`config.mk`:
```
export PLATFORM = sky130hd
export DESIGN_NAME = adsr_envelope
export DESIGN_NICKNAME = d
export VERILOG_FILES = /design/src/rtl/adsr_pkg.sv /design/src/rtl/env_scale.sv /design/src/rtl/adsr_envelope.sv
export SDC_FILE = /design/constraint.sdc
export NUM_CORES = 1
export LEC_CHECK = 0
export BUFFER_PORTS_ARGS = -buffer_cell sky130_fd_sc_hd__buf_2
export CAP_MARGIN = 40
export CORE_UTILIZATION = 55
export CTS_CLUSTER_SIZE = 12
export DETAILED_ROUTE_END_ITERATION = 10
export GPL_TIMING_DRIVEN = 0
export PLACE_DENSITY = 0.79
export REMOVE_ABC_BUFFERS = 1
export SYNTH_ARGS = -nofsm -noshare
export SYNTH_HDL_FRONTEND = slang
export SYNTH_HIERARCHICAL = 1
export SYNTH_SLANG_ARGS = --single-unit
```
`constraint.sdc`:
```
create_clock -name clk -period 17.3 [get_ports clk]
set_input_delay 0 -clock clk [delete_from_list [all_inputs] [get_ports clk]]
set_output_delay 0 -clock clk [all_outputs]
set_load 0.05 [all_outputs]
```
`src/rtl/adsr_pkg.sv`:
```
// Shared types and constants for the ADSR envelope generator.
package adsr_pkg;

    typedef enum logic [2:0] {
        ST_IDLE    = 3'd0,
        ST_ATTACK  = 3'd1,
        ST_DECAY   = 3'd2,
        ST_SUSTAIN = 3'd3,
        ST_RELEASE = 3'd4
    } env_state_e;

    function automatic int unsigned env_max(input int unsigned width);
        return (32'd1 << width) - 32'd1;
    endfunction

endpackage

```
`src/rtl/env_scale.sv`:
```
// Registered amplitude scaler: signed sample times unsigned envelope level,
// renormalised by the level width, with a one-cycle delayed valid strobe.
module env_scale
    import adsr_pkg::*;
#(
    parameter int ENV_WIDTH    = 16,
    parameter int SAMPLE_WIDTH = 14
) (
    input  logic                           clk,
    input  logic                           rst,
    input  logic                           sample_valid,
    input  logic signed [SAMPLE_WIDTH-1:0] sample_in,
    input  logic        [ENV_WIDTH-1:0]    level,
    output logic signed [SAMPLE_WIDTH-1:0] sample_out,
    output logic                           sample_out_valid
);

    localparam int PW = SAMPLE_WIDTH + ENV_WIDTH + 1;

    logic signed [PW-1:0]           product_s;
    logic signed [SAMPLE_WIDTH-1:0] scaled_d;
    logic signed [SAMPLE_WIDTH-1:0] sample_out_q;
    logic                           out_valid_q;
    logic                           unused_bits_s;

    // Level is zero-extended so the multiply stays signed x non-negative;
    // taking bits above ENV_WIDTH is the arithmetic shift plus truncation.
    always_comb begin
        product_s = PW'(sample_in) * PW'(signed'({1'b0, level}));
        scaled_d  = product_s[ENV_WIDTH +: SAMPLE_WIDTH];
    end

    assign unused_bits_s = ^{product_s[ENV_WIDTH-1:0], product_s[PW-1]};

    // Output register: sample holds between strobes, valid follows one cycle late.
    always_ff @(posedge clk) begin
        if (rst) begin
            sample_out_q <= '0;
            out_valid_q  <= 1'b0;
        end else begin
            out_valid_q <= sample_valid;
            if (sample_valid) begin
                sample_out_q <= scaled_d;
            end
        end
    end

    assign sample_out       = sample_out_q;
    assign sample_out_valid = out_valid_q;

endmodule

```
`src/rtl/adsr_envelope.sv`:
```
// Per-note ADSR envelope FSM with saturating level arithmetic, driving a
// registered sample scaler.
module adsr_envelope
    import adsr_pkg::*;
#(
    parameter int ENV_WIDTH    = 16,
    parameter int SAMPLE_WIDTH = 14
) (
    input  logic                           clk,
    input  logic                           rst,
    input  logic                           note_start,
    input  logic                           note_release,
    input  logic                           note_reset,
    input  logic        [ENV_WIDTH-1:0]    attack_step,
    input  logic        [ENV_WIDTH-1:0]    decay_step,
    input  logic        [ENV_WIDTH-1:0]    sustain_level,
    input  logic        [ENV_WIDTH-1:0]    release_step,
    input  logic                           sample_valid,
    input  logic signed [SAMPLE_WIDTH-1:0] sample_in,
    output logic signed [SAMPLE_WIDTH-1:0] sample_out,
    output logic                           sample_out_valid,
    output logic        [ENV_WIDTH-1:0]    env_level,
    output logic        [2:0]              env_state,
    output logic                           note_finished
);

    localparam logic [ENV_WIDTH-1:0] ENV_MAX = ENV_WIDTH'(env_max(ENV_WIDTH));

    env_state_e           state_q, state_d;
    logic [ENV_WIDTH-1:0] level_q, level_d;
    logic                 finished_q, finished_d;
    logic [ENV_WIDTH:0]   attack_sum_s;
    logic [ENV_WIDTH:0]   decay_floor_s;

    // State, level and sticky finished flag registers.
    always_ff @(posedge clk) begin
        if (rst) begin
            state_q    <= ST_IDLE;
            level_q    <= '0;
            finished_q <= 1'b0;
        end else begin
            state_q    <= state_d;
            level_q    <= level_d;
            finished_q <= finished_d;
        end
    end

    // Events take priority and suppress the tick; comparisons use one extra
    // bit so the step sums cannot wrap.
    always_comb begin
        state_d       = state_q;
        level_d       = level_q;
        finished_d    = finished_q;
        attack_sum_s  = {1'b0, level_q} + {1'b0, attack_step};
        decay_floor_s = {1'b0, sustain_level} + {1'b0, decay_step};

        if (note_reset) begin
            state_d    = ST_IDLE;
            level_d    = '0;
            finished_d = 1'b0;
        end else if (note_start) begin
            state_d    = ST_ATTACK;
            finished_d = 1'b0;
        end else if (note_release) begin
            if ((state_q == ST_ATTACK) || (state_q == ST_DECAY) || (state_q == ST_SUSTAIN)) begin
                state_d = ST_RELEASE;
            end else begin
                state_d = state_q;
            end
        end else if (sample_valid) begin
            case (state_q)
                ST_IDLE: begin
                    level_d = level_q;
                end
                ST_ATTACK: begin
                    if (attack_sum_s >= {1'b0, ENV_MAX}) begin
                        level_d = ENV_MAX;
                        state_d = ST_DECAY;
                    end else begin
                        level_d = attack_sum_s[ENV_WIDTH-1:0];
                    end
                end
                ST_DECAY: begin
                    if ({1'b0, level_q} <= decay_floor_s) begin
                        level_d = sustain_level;
                        state_d = ST_SUSTAIN;
                    end else begin
                        level_d = level_q - decay_step;
                    end
                end
                ST_SUSTAIN: begin
                    level_d = sustain_level;
                end
                ST_RELEASE: begin
                    if (level_q <= release_step) begin
                        level_d    = '0;
                        state_d    = ST_IDLE;
                        finished_d = 1'b1;
                    end else begin
                        level_d = level_q - release_step;
                    end
                end
                default: begin
                    state_d = ST_IDLE;
                    level_d = '0;
                end
            endcase
        end else begin
            state_d = state_q;
        end
    end

    // Scaler sees the level as it was before this tick's update.
    env_scale #(
        .ENV_WIDTH    (ENV_WIDTH),
        .SAMPLE_WIDTH (SAMPLE_WIDTH)
    ) u_env_scale (
        .clk              (clk),
        .rst              (rst),
        .sample_valid     (sample_valid),
        .sample_in        (sample_in),
        .level            (level_q),
        .sample_out       (sample_out),
        .sample_out_valid (sample_out_valid)
    );

    assign env_level     = level_q;
    assign env_state     = state_q;
    assign note_finished = finished_q;

endmodule
```
* Word-level counts from Yosys, hierarchy flattened *
Index checks and enable logic that the tools add are counted.

cells by class
  $add $sub $neg = 4
  multiply operators = 1
  order comparisons = 3
  eq/ne operators = 14
  muxes and demuxes = 12
  bitwise operators = 3
  reduce and logical (&&, ||, !) cells = 12

operators by type and width
  operator                                                                 count
  16-bit case mux with 5 select lines                                      1
  16-bit two-way mux                                                       3
  16-bit by 16-bit adder with 17-bit output                                2
  16-bit subtractor                                                        2
  14-bit by 17-bit multiplier with 30-bit output                           1
  3-bit two-way mux                                                        6
  17-bit by 16-bit >= comparator with 1-bit output, second input constant  1
  16-bit by 17-bit <= comparator with 1-bit output                         1
  16-bit <= comparator                                                     1
  3-bit case mux with 4 select lines                                       1
  6-bit AND reduction                                                      2
  3-bit by 2-bit inequality test with 1-bit output, second input constant  3
  4-bit by 3-bit inequality test with 1-bit output, second input constant  2
  4-bit AND reduction                                                      2
  3-bit by 2-bit equality test with 1-bit output, second input constant    2
  2-bit by 1-bit inequality test with 1-bit output, second input constant  2
  4-bit inequality test, second input constant                             1
  2-bit OR reduction                                                       2
  3-bit by 1-bit equality test with 1-bit output, second input constant    1
  3-bit equality test, second input constant                               1
  3-bit logical NOT                                                        1
  3-bit by 1-bit inequality test with 1-bit output, second input constant  1
  3-bit inequality test, second input constant                             1
  1-bit NOT                                                                3
  5 further kinds                                                          6

storage, ports and cells
  flip-flop bits (word level) = 35
  bits of input ports = 84
  output and inout bits = 35
  word-level logic and storage cells = 55

* Depth between registers and ports, before layout *
Gate-level depths: netlist of run 1.

  word-level depth = 7
  depth in mapped cells = 21

* By module *
The synthesis of run 1 kept the hierarchy.

modules (own cells, without submodules)
  module         instances  cells each  area each (µm²)  sequential area each (µm²)
  env_scale      1          881         7861.3           300.3
  adsr_envelope  1          641         4812.1           400.4

* Least setup slack after synthesis of run 1 *
OpenSTA, ideal clock, no wires.

  kind = register to register
  from = register level_q[11], in the netlist env_level[11]
  to = register u_env_scale.sample_out_q[6], in the netlist u_env_scale/sample_out[6]
  data arrival time = 5.764 ns
  data required time = 17.183 ns
  slack = 11.419 ns
  stages on the path, launching flop included = 18
  buffers on the path = 2
  clock period less this slack = 5.881 ns
  path through = dfxtp_1 -> clkbuf_1 -> nand2_1 -> fa_1 -> fa_1 -> inv_1 -> fa_1 -> fa_1 -> fa_1 -> fa_1 -> ha_1 -> clkbuf_1 -> a21oi_1 -> o21ai_0 -> a21oi_1 -> a21oi_1 -> or3_1 -> a32o_1

between the ends
  word-level cells in the longest chain between the ends = 1

RTL lines
  element                                         RTL line             RTL
  from (decl)                                     adsr_envelope.sv:30  logic [ENV_WIDTH-1:0] level_q, level_d;
  from (signal assigned)                          adsr_envelope.sv:43  level_q <= level_d;
  14-bit by 17-bit multiplier with 30-bit output  env_scale.sv:29      product_s = PW'(sample_in) * PW'(signed'({1'b0, level}));
  to (signal assigned)                            env_scale.sv:43      sample_out_q <= scaled_d;
  to (decl)                                       env_scale.sv:22      logic signed [SAMPLE_WIDTH-1:0] sample_out_q;

No other way between the ends.
A chain may end at the register's enable or synchronous reset.

* Worst setup path in the final report of run 1 *
  from = register level_q[8], in the netlist env_level[8]
  to = register u_env_scale.sample_out_q[11], in the netlist u_env_scale/sample_out[11]

Same word-level chain as after synthesis.

==> impl_results.md, run 1 <==
* CP arrival at 6.57 ns
* Share of synthesized flip-flops with an asynchronous set or reset at 0
* Area of the multi-input gates at 0.0109 sq mm
* Dpl cell area at 0.0136 sq mm
* Ranking of synthesized cells by area: fa_1, ha_1, inv_1
* Hold path startpoint: sustain_level[14]
* Distinct cells, synth at 72
* CTS buffer count at 5
* Buf/Inv on CP at 3
* Placement Rows at 55
* DIE AREA at 0.0237 sq mm
* Power per cell area at 22.8 mW/mm^2
* Reg2reg end: u_env_scale/sample_out[11]
* PortBufs at 118
* Final setup vio count at 0
* Worst EP required at 17.46 ns
* Clk pin slew, worst setup/hold paths at 0.06 ns
* Vias in the first global route at 11400
* Hold Crit Depth at 3
* WL final at 34400 microns
* CP delay by family, top: adder cells
* Post-route ant nets at 0
* RSZ-0062 raised after global routing: no
* Sequential Power Share at 0.268
* Initial antenna violation count at 0
* Largest area contributor in the netlist: fa_1
* IR drop worst, VDD at 29.0 uV
* IO Count at 119
* CTS Sinks at 35
* Max_cap viols at 0
* LEAKAGE at 7.09 nW
* Pint at 0.000194 W
* Area Growth Syn to Fin at 8.95%
* Antenna fix cells at 0
* Comb pwr share at 0.419
* Core area at 0.0226 sq mm
* Number of synthesized register bits at 35
* Clk root buf: clkbuf_16
* Initial DRC Count at 785
* First-pass GRT wire length at 56600 microns
* Clk Latency, worst-skew pair at 0.29 ns
* Top-area cell type share of the netlist area at 0.267
* Vias at 11400
* Final Hold Viols at 0
* Crit path largest cell delay at 0.70 ns
* Max Root-Sink Buffers at 2
* Post-CTS sizing at 0
* Pre-antenna DRT Iters at 6
* CP most frequent cell: fa_1
* Critical path, cell by cell: buf_8, and2_1, fa_1, inv_1, fa_1, inv_1, fa_1, fa_1, fa_1, fa_1, ha_1, a21oi_1, o21ai_0, a211oi_1, o31ai_1, a41oi_2, xnor2_1, o21ai_1
* Largest net degree at the start of global routing at 23
* Setup crit start kind: flop
* GP Congestion at 0.964
* Register area share after synthesis at 0.0553
* Hold_ws at 0.0261 ns
* CTS tree: built
* Final instance area at 0.0138 sq mm
* Placed wire-length estimate at 28100 microns
* DR vias/cell at 6.00
* Filler cells at 1971
* FMAX at 156 MHz
* Residual DRC count at 0
* Element type at the critical path end: flop
* Share of cells above drive strength 1 at 0.105
* Hold Crit Class: primary input to flop
* Register area at 701 sq um
* Clk_skew at 0.00605 ns
* FF-to-FF setup slack at 10.89 ns
* R2r worst-path depth at 18
* Area of the mapped netlist at 0.0127 sq mm
* Crit path kind: flop to flop
* Crit path max fanout at 11
* Clk pwr share at 0.313
* CP max stage cell: dfxtp_1
* Min-Delay Endpoint: env_level[14]
* Setup Total Neg Slack at 0 ns
* GRT Util Overall at 0.299
* Grt total ovfl at 0
* Worst r2r src: env_level[8]
* Switching Fraction at 0.384
* Main flop type after synthesis: dfxtp_1
* Relative slew slack at 0.288
* Yosys warns at 6
* Slew @ Worst Pin at 1.04 ns
* Tcrit/Tclk final at 0.371
* Max Slew Vio Count at 0
* Outcome: finished, final reports clean
* DIE HEIGHT at 154 microns
* # nets final at 2050
* H-tree depth at 2
* Routed len/inst at 18.1 microns
* Synthesized area per cell at 8.33 sq um
* Cells after Synth at 1522
* Min Tclk post-route at 6.41 ns
* Count of flip-flops with a built-in enable after synthesis at 0
* Psw at 0.000121 W
* Width of the die at 154 microns
* Starting Density at 0.560
## layout by cell type (no fill, tap or decap), drive strengths merged, types with 11 or more instances in the layout
master  count
a211oi     13
nor2b      20
and2      128
nand2     153
xnor2      40
nand3      17
or3        12
dfxtp      35
o221ai     11
ha        183
nor2       59
fa        169
a21oi      74
buf       131
o21ai      73
inv       228
xor2       15
a221oi     11
nand4      11
a31oi      14
o21a       14
nor3       17
a21o       33
nand2b     25
## power groups by stage
stage	logic, W	clock network [W]	registers (W)
2_1_floorplan	0.0000757	0	0.0000949
3_3_place_gp	0.000125	0	0.0000862
3_5_place_dp	0.000129	0	0.0000863
4_1_cts	0.000130	0.0000984	0.0000845
5_1_grt	0.000145	0.000101	0.0000847
6_report	0.000132	0.0000986	0.0000845
## stage by stage
step | std cells | setup slack [ns] | total power, W | utilization
final | 1900 | 10.89 | 0.000315 | 0.610
after global routing | 1900 | 10.72 | 0.000331 | 0.610
after CTS | 1900 | 10.94 | 0.000313 | 0.610
after detailed placement | 1890 | 10.99 | 0.000215 | 0.602
after global placement | 1877 | 10.86 | 0.000212 | 0.593
after floorplan | 1474 | 11.54 | 0.000171 | -
## worst max-delay path by stage
stage / from / to / cells after the start
6_report: env_level[8] / u_env_scale/sample_out[11] / 18
5_1_grt: env_level[8] / u_env_scale/sample_out[11] / 18
4_1_cts: env_level[8] / u_env_scale/sample_out[11] / 18
3_5_place_dp: env_level[8] / u_env_scale/sample_out[11] / 18
3_3_place_gp: env_level[5] / u_env_scale/sample_out[11] / 16
2_1_floorplan: env_level[7] / u_env_scale/sample_out[10] / 17
## cells in the mapped netlist (17+ instances only)
cell type and count:
inv_1 228, ha_1 183, fa_1 169, nand2_1 153
and2_1 123, a21oi_1 72, o21ai_0 62, nor2_1 59
clkbuf_1 43, xnor2_1 40, dfxtp_1 35, a21o_1 33
nand2b_1 25, nor2b_1 20, nand3_1 17, nor3_1 17
## kinds of logic (layout without fill, tap and decap cells)
group | Yosys count | count (layout) | share of synthesized area
buf+inv | 276 | 369 | 0.0826
fa+ha+maj | 352 | 352 | 0.448
mux | 12 | 12 | 0.00968
flops | 35 | 35 | 0.0553
xor+xnor | 55 | 55 | 0.0380
simple gates | 471 | 471 | 0.191
compound gates | 321 | 321 | 0.176
## per-layer routing
layer  vias up  part of all wire  global-route usage
met3        91             0.058              0.0192
met2       452              0.47               0.505
met1      5529              0.43               0.392
met4         0             0.045               0.144
li1       5319                 -                   -
met5         -                 0                   0
## final cells by class
class                           count  area share
Multi-Input combinational cell   1211       0.791
Inverter                          228      0.0620
Timing Repair Buffer              133      0.0586
Sequential cell                    35      0.0507
Tap cell                          285      0.0258
Clock buffer                        7      0.0111
Clock inverter                      1    0.000544
## flip-flops by register name, summed over array words and instances (netlist names)
name                          flops
u_env_scale/sample_out           14
env_level                        16
note_finished                     1
u_env_scale/sample_out_valid      1
env_state                         3
## worst min-delay path: stages
cell,delay [ns]
buf_2,0.12
nand2_1,0.05
a41oi_1,0.09
## repair_timing
item                      4_1_cts  5_1_grt
hold buffers                    2        0
setup buffers                   0        0
hold endpoints to repair        2        0
Power figures use the tool's default switching activity.
==> run 2: changes to the inputs <==
Clock period 17.3 ns to 6.05 ns, I/O delays scaled along.
==> impl_results.md, run 2 (synthesis gave the netlist of run 1 again) <==
* Worst EP required at 6.24 ns
* Share of cells above drive strength 1 at 0.118
* Clk root buf: clkbuf_16
* Comb pwr share at 0.418
* Cell Count Post-Placement at 1890
* LEAKAGE at 7.11 nW
* R2r worst-path depth at 19
* Critical path depth at 19
* Clk pwr share at 0.315
* Min Tclk post-route at 5.95 ns
* Reg2reg end: u_env_scale/sample_out[6]
* Switching Fraction at 0.386
* Slew @ Worst Pin at 0.965 ns
* Max Slew Vio Count at 0
* Most frequent cells in the layout: inv_1, ha_1, fa_1
* Antenna fix cells at 0
* CP arrival at 6.14 ns
* Core area at 0.0226 sq mm
* Width of the die at 154 microns
* Hold path startpoint: sustain_level[14]
* Crit path max fanout at 14
* Grt total ovfl at 0
* WL final at 34400 microns
* Critical path, cell by cell: buf_8, nand2_1, fa_1, fa_1, fa_1, inv_1, fa_1, fa_1, inv_1, fa_1, inv_1, ha_1, o211ai_1, o21a_1, nor2_1, o211ai_4, a21oi_1, o21ai_0, a32o_1
* Setup crit start kind: flop
* CTS buffer count at 5
* Initial antenna violation count at 0
* Routed len/inst at 18.1 microns
* FF-to-FF setup slack at 0.10 ns
* Psw at 0.000349 W
* Power per cell area at 65.1 mW/mm^2
* Vias at 11400
* Largest net degree at the start of global routing at 23
* DIE HEIGHT at 154 microns
* Worst r2r src: env_level[3]
* Placement Rows at 55
* # nets final at 2051
* Vias in the first global route at 11400
* Clk pin slew, worst setup/hold paths at 0.06 ns
* GP Congestion at 0.964
* Max Root-Sink Buffers at 2
* Clk Latency, worst-skew pair at 0.29 ns
* Tcrit/Tclk final at 0.983
* PortBufs at 118
* FMAX at 168 MHz
* Max reg flops at 16
* Final Hold Viols at 0
* H-tree depth at 2
* CTS Sinks at 35
* Post-route ant nets at 0
* Setup Total Neg Slack at 0 ns
* Initial DRC Count at 832
* Final design utilization at 0.613
* CTS tree: built
* GRT Util Overall at 0.300
* CP max stage cell: fa_1
* Element type at the critical path end: flop
* Clk_skew at 0.00855 ns
* Pint at 0.000554 W
* Final worst slack at 0.100 ns
* Layout Cells excl Fill at 1901
* Area Growth Syn to Fin at 9.44%
* DIE AREA at 0.0237 sq mm
* Commonest non-fill, non-tap cell in the layout: inv_1
* IO Count at 119
* Critical Path End: u_env_scale/sample_out[6]
* Starting Density at 0.560
* Pre-antenna DRT Iters at 6
* Hold Crit Class: primary input to flop
* CP delay by family, top: adder cells
* Outcome: finished, final reports clean
* Crit path largest cell delay at 0.57 ns
* Max_cap viols at 0
* DR vias/cell at 5.98
* Relative slew slack at 0.354
* Filler cells at 1960
* Final setup vio count at 0
* Dpl ws at -0.258 ns
* Buf/Inv on CP at 4
* Sequential Power Share at 0.267
* First-pass GRT wire length at 56700 microns
* CP startpoint: env_level[3]
* CP most frequent cell: fa_1
* Dpl cell area at 0.0136 sq mm
* Crit path kind: flop to flop
* Residual DRC count at 0
* Final instance area at 0.0139 sq mm
* Placed wire-length estimate at 28100 microns
* RSZ-0062 raised after global routing: no
* IR drop worst, VDD at 83.5 uV
==> run 2: cell count changes in the layout (fill, tap and decap cells not counted), moves of 2 or more <==
cell | before | now
a21oi_1 | 72 | 70
a21oi_2 | 2 | 4
dfxtp_1 | 35 | 20
dfxtp_2 | 0 | 14
==> run 2: worst min path at each step <==
stage / to / slack [ns] / cells past startpoint
final: env_level[14] / 0.01 / 3
after global routing: env_level[14] / 0.04 / 3
after CTS: env_level[14] / 0.02 / 3
after detailed placement: env_level[13] / 0.30 / 3
after global placement: env_level[12] / 0.29 / 3
after floorplan: u_env_scale/sample_out[1] / 0.07 / 1
==> run 2: metrics by stage <==
stage	power, W	hold slack [ns]
after floorplan	0.000488	0.0691
after global placement	0.000605	0.293
final	0.000904	0.0139
after detailed placement	0.000615	0.296
after CTS	0.000895	0.0164
after global routing	0.000948	0.0396
==> run 2: final cells by class <==
type	instances	area, sq um	area share
clock buffer	7	153	0.0110
clock inverter	1	7.51	0.000541
inverter	228	856	0.0617
multi-input combinational	1211	11000	0.790
sequential	35	722	0.0521
tap	285	357	0.0257
timing repair buffer	134	817	0.0589
==> run 2: power by group through the flow <==
stage | Combinational (W) | Sequential (W) | Clock, W
2_1_floorplan | 0.000216 | 0.000271 | 0
3_3_place_gp | 0.000358 | 0.000246 | 0
3_5_place_dp | 0.000368 | 0.000247 | 0
4_1_cts | 0.000372 | 0.000242 | 0.000281
5_1_grt | 0.000415 | 0.000242 | 0.000291
6_report | 0.000378 | 0.000241 | 0.000285
==> run 2: metal layers <==
metal | global-route usage | wire, microns | vias up
met5 | 0 | 0 | -
met1 | 0.392 | 14700 | 5513
met2 | 0.506 | 16200 | 438
li1 | - | - | 5324
met3 | 0.0192 | 1890 | 96
met4 | 0.144 | 1570 | 0
==> run 2: worst register-to-register path, delay by kind of cell (launching register included) <==
family	cells	cell delay (ns)
compound gates	6	1.30
fa+ha+maj	7	3.37
flops	1	0.49
buf+inv	4	0.37
simple gates	2	0.34
==> run 2: what timing repair did <==
item	in CTS	in global routing
buffers inserted	0	1
resized for setup	6	16
endpoints found under the setup margin	6	7
hold buffers	2	0
pin swaps	0	1
endpoints found under the hold margin	2	0
==> run 3: changes to the inputs <==
Settings changed: CORE_ASPECT_RATIO set to 2, SYNTH_HIERARCHICAL 1 to not set.
==> impl_results.md, run 3 <==
* Final design utilization at 0.637
* Max Slew Vio Count at 0
* Main flop type after synthesis: dfxtp_1
* Crit path kind: flop to flop
* Clk Latency, worst-skew pair at 0.29 ns
* LEAKAGE at 7.12 nW
* DR vias/cell at 6.20
* H-tree depth at 2
* Final instance area at 0.0141 sq mm
* Clk_skew at 0.00839 ns
* GRT Util Overall at 0.346
* Yosys warns at 0
* # nets final at 2032
* Comb pwr share at 0.426
* Failing checks: negative setup slack
* Distinct cells, synth at 71
* Largest area contributor in the netlist: fa_1
* Tcrit/Tclk final at 1.03
* Register area share after synthesis at 0.0567
* DIE HEIGHT at 214 microns
* Largest family of logic cells by synthesized area: adder cells
* Core area at 0.0221 sq mm
* Outcome: finished with violations
* Residual DRC count at 0
* Synthesized area per cell at 8.37 sq um
* Number of synthesized register bits at 35
* PortBufs at 118
* Element type at the critical path end: flop
* Share of cells above drive strength 1 at 0.148
* Most frequent cells in the layout: inv_1, ha_1, fa_1
* Simple-Gate Fraction of Synth Area at 0.184
* First-pass GRT wire length at 61000 microns
* Top-area cell type share of the netlist area at 0.274
* Total Power at 0.000903 W
* Initial DRC Count at 644
* Placement Rows at 77
* Slew @ Worst Pin at 0.883 ns
* Proportion of synthesized area in mux cells at 0.00810
* Vias at 11600
* Clk root buf: clkbuf_16
* CTS buffer count at 5
* Relative slew slack at 0.410
* Area Growth Syn to Fin at 13.8%
* Psw at 0.000371 W
* IR drop worst, VDD at 96.6 uV
* Clk pin slew, worst setup/hold paths at 0.07 ns
* RSZ-0062 raised after global routing: yes
* Width of the die at 108 microns
* Setup crit start kind: flop
* Clk pwr share at 0.314
* Dpl ws at -0.932 ns
* Post-route ant nets at 0
* Pre-antenna DRT Iters at 5
* Commonest non-fill, non-tap cell in the layout: inv_1
* Grt total ovfl at 0
* Synth Area in Adders at 0.459
* Count of flip-flops with a built-in enable after synthesis at 0
* Placed wire-length estimate at 30200 microns
* Initial antenna violation count at 3
* Compound-Gate Fraction of Synth Area at 0.159
* Sequential Power Share at 0.260
* Cell with the most instances after synthesis: inv_1
* Final worst slack at -0.192 ns
* Routed len/inst at 20.6 microns
* Final setup vio count at 3
* Starting Density at 0.560
* FMAX at 160 MHz
* Switching Fraction at 0.411
* CP arrival at 6.44 ns
* Vias in the first global route at 12300
* Pint at 0.000532 W
* Cells after Synth at 1476
* Worst EP required at 6.25 ns
* CTS Sinks at 35
* Power per cell area at 64.2 mW/mm^2
* Share of synthesized flip-flops with an asynchronous set or reset at 0
* Max_cap viols at 0
* Max reg flops at 16
* Post-Synth XOR/XNOR Area at 0.0454
* Dpl cell area at 0.0134 sq mm
* Hold_ws at 0.0698 ns
* Hold Crit Class: primary input to flop
* GP Congestion at 0.991
* Max Root-Sink Buffers at 2
* Largest net degree at the start of global routing at 24
* Most common library cells after synthesis: inv_1, ha_1, fa_1, nand2_1, and2_1
* IO Count at 119
* Crit path max fanout at 4
* Area of the mapped netlist at 0.0124 sq mm
* WL final at 38500 microns
* CTS tree: built
* DIE AREA at 0.0231 sq mm
* Ranking of synthesized cells by area: fa_1, ha_1, inv_1
* Final Hold Viols at 0
* Min Tclk post-route at 6.24 ns
## run 3: area by class of cell
type | instances | area, sq um
clock buffers | 5 | 125
diodes | 1 | 2.50
multi-input cells | 1154 | 10800
inverters | 242 | 908
fillers | 1840 | 8010
clock inverters | 3 | 23.8
flip-flops and latches | 35 | 753
repair buffers | 158 | 1120
well taps | 276 | 345
## run 3: path summary, 6_finish.rpt
check	startpoint	end	slack (ns)	cells past startpoint
setup reg to reg	env_level[7]	u_env_scale.sample_out[13]	-0.19	22
hold reg to reg	u_env_scale.sample_out[0]	u_env_scale.sample_out[0]	0.48	2
hold / removal	note_release	env_state[2]	0.07	3
setup / recovery	env_level[7]	u_env_scale.sample_out[13]	-0.19	22
## run 3: per-layer routing
metal,global-route usage,part of all wire,routed length (microns),vias to the layer above
met5,0,0,0,-
li1,-,-,-,5167
met4,0.301,0.10,3970,0
met2,0.613,0.52,19900,554
met1,0.341,0.32,12200,5639
met3,0.0484,0.064,2460,265
## run 3: cells by family (layout without fill, tap and decap cells)
logic type                 after synthesis  after routing
DFF                                     35             35
AOI/OAI and AO/OA                      288            288
buffers and inverters                  287            408
muxes                                   10             10
and+or+nand+nor                        440            440
xor gates and xnor gates                64             64
adders and majority gates              352            352
other                                    0              1
## run 3: through the flow
step,cells,setup TNS [ns]
2_1_floorplan,1431,-0.558
3_5_place_dp,1842,-4.61
4_1_cts,1866,-0.172
3_3_place_gp,1825,-7.98
6_report,1874,-0.248
5_1_grt,1874,-0.891
## run 3: repair_timing
action,4_1_cts,5_1_grt
endpoints found under the setup margin,11,7
hold endpoints to repair,1,0
pin swaps,12,11
hold buffers,1,0
resized for setup,60,12
buffers inserted,15,8
## run 3: worst max-delay path, stage by stage, from the launching register on
cell      delay [ns]
dfxtp_4         0.37
buf_12          0.14
and2_4          0.13
fa_1            0.52
inv_1           0.05
fa_1            0.49
inv_2           0.04
fa_1            0.51
inv_2           0.04
fa_1            0.53
inv_1           0.05
fa_1            0.45
fa_1            0.53
ha_4            0.22
a21oi_2         0.13
o21ai_2         0.09
a211oi_4        0.35
nor2_2          0.10
a221o_2         0.38
a311oi_2        0.30
nor2b_1         0.10
or3_1           0.35
a311oi_1        0.25
## run 3: power groups by stage
stage	Combinational [W]	Clock [W]	Sequential, W
after floorplan	0.000209	0	0.000268
after global placement	0.000357	0	0.000246
after detailed placement	0.000368	0	0.000246
after CTS	0.000378	0.000285	0.000235
after global routing	0.000417	0.000292	0.000235
final	0.000385	0.000283	0.000235
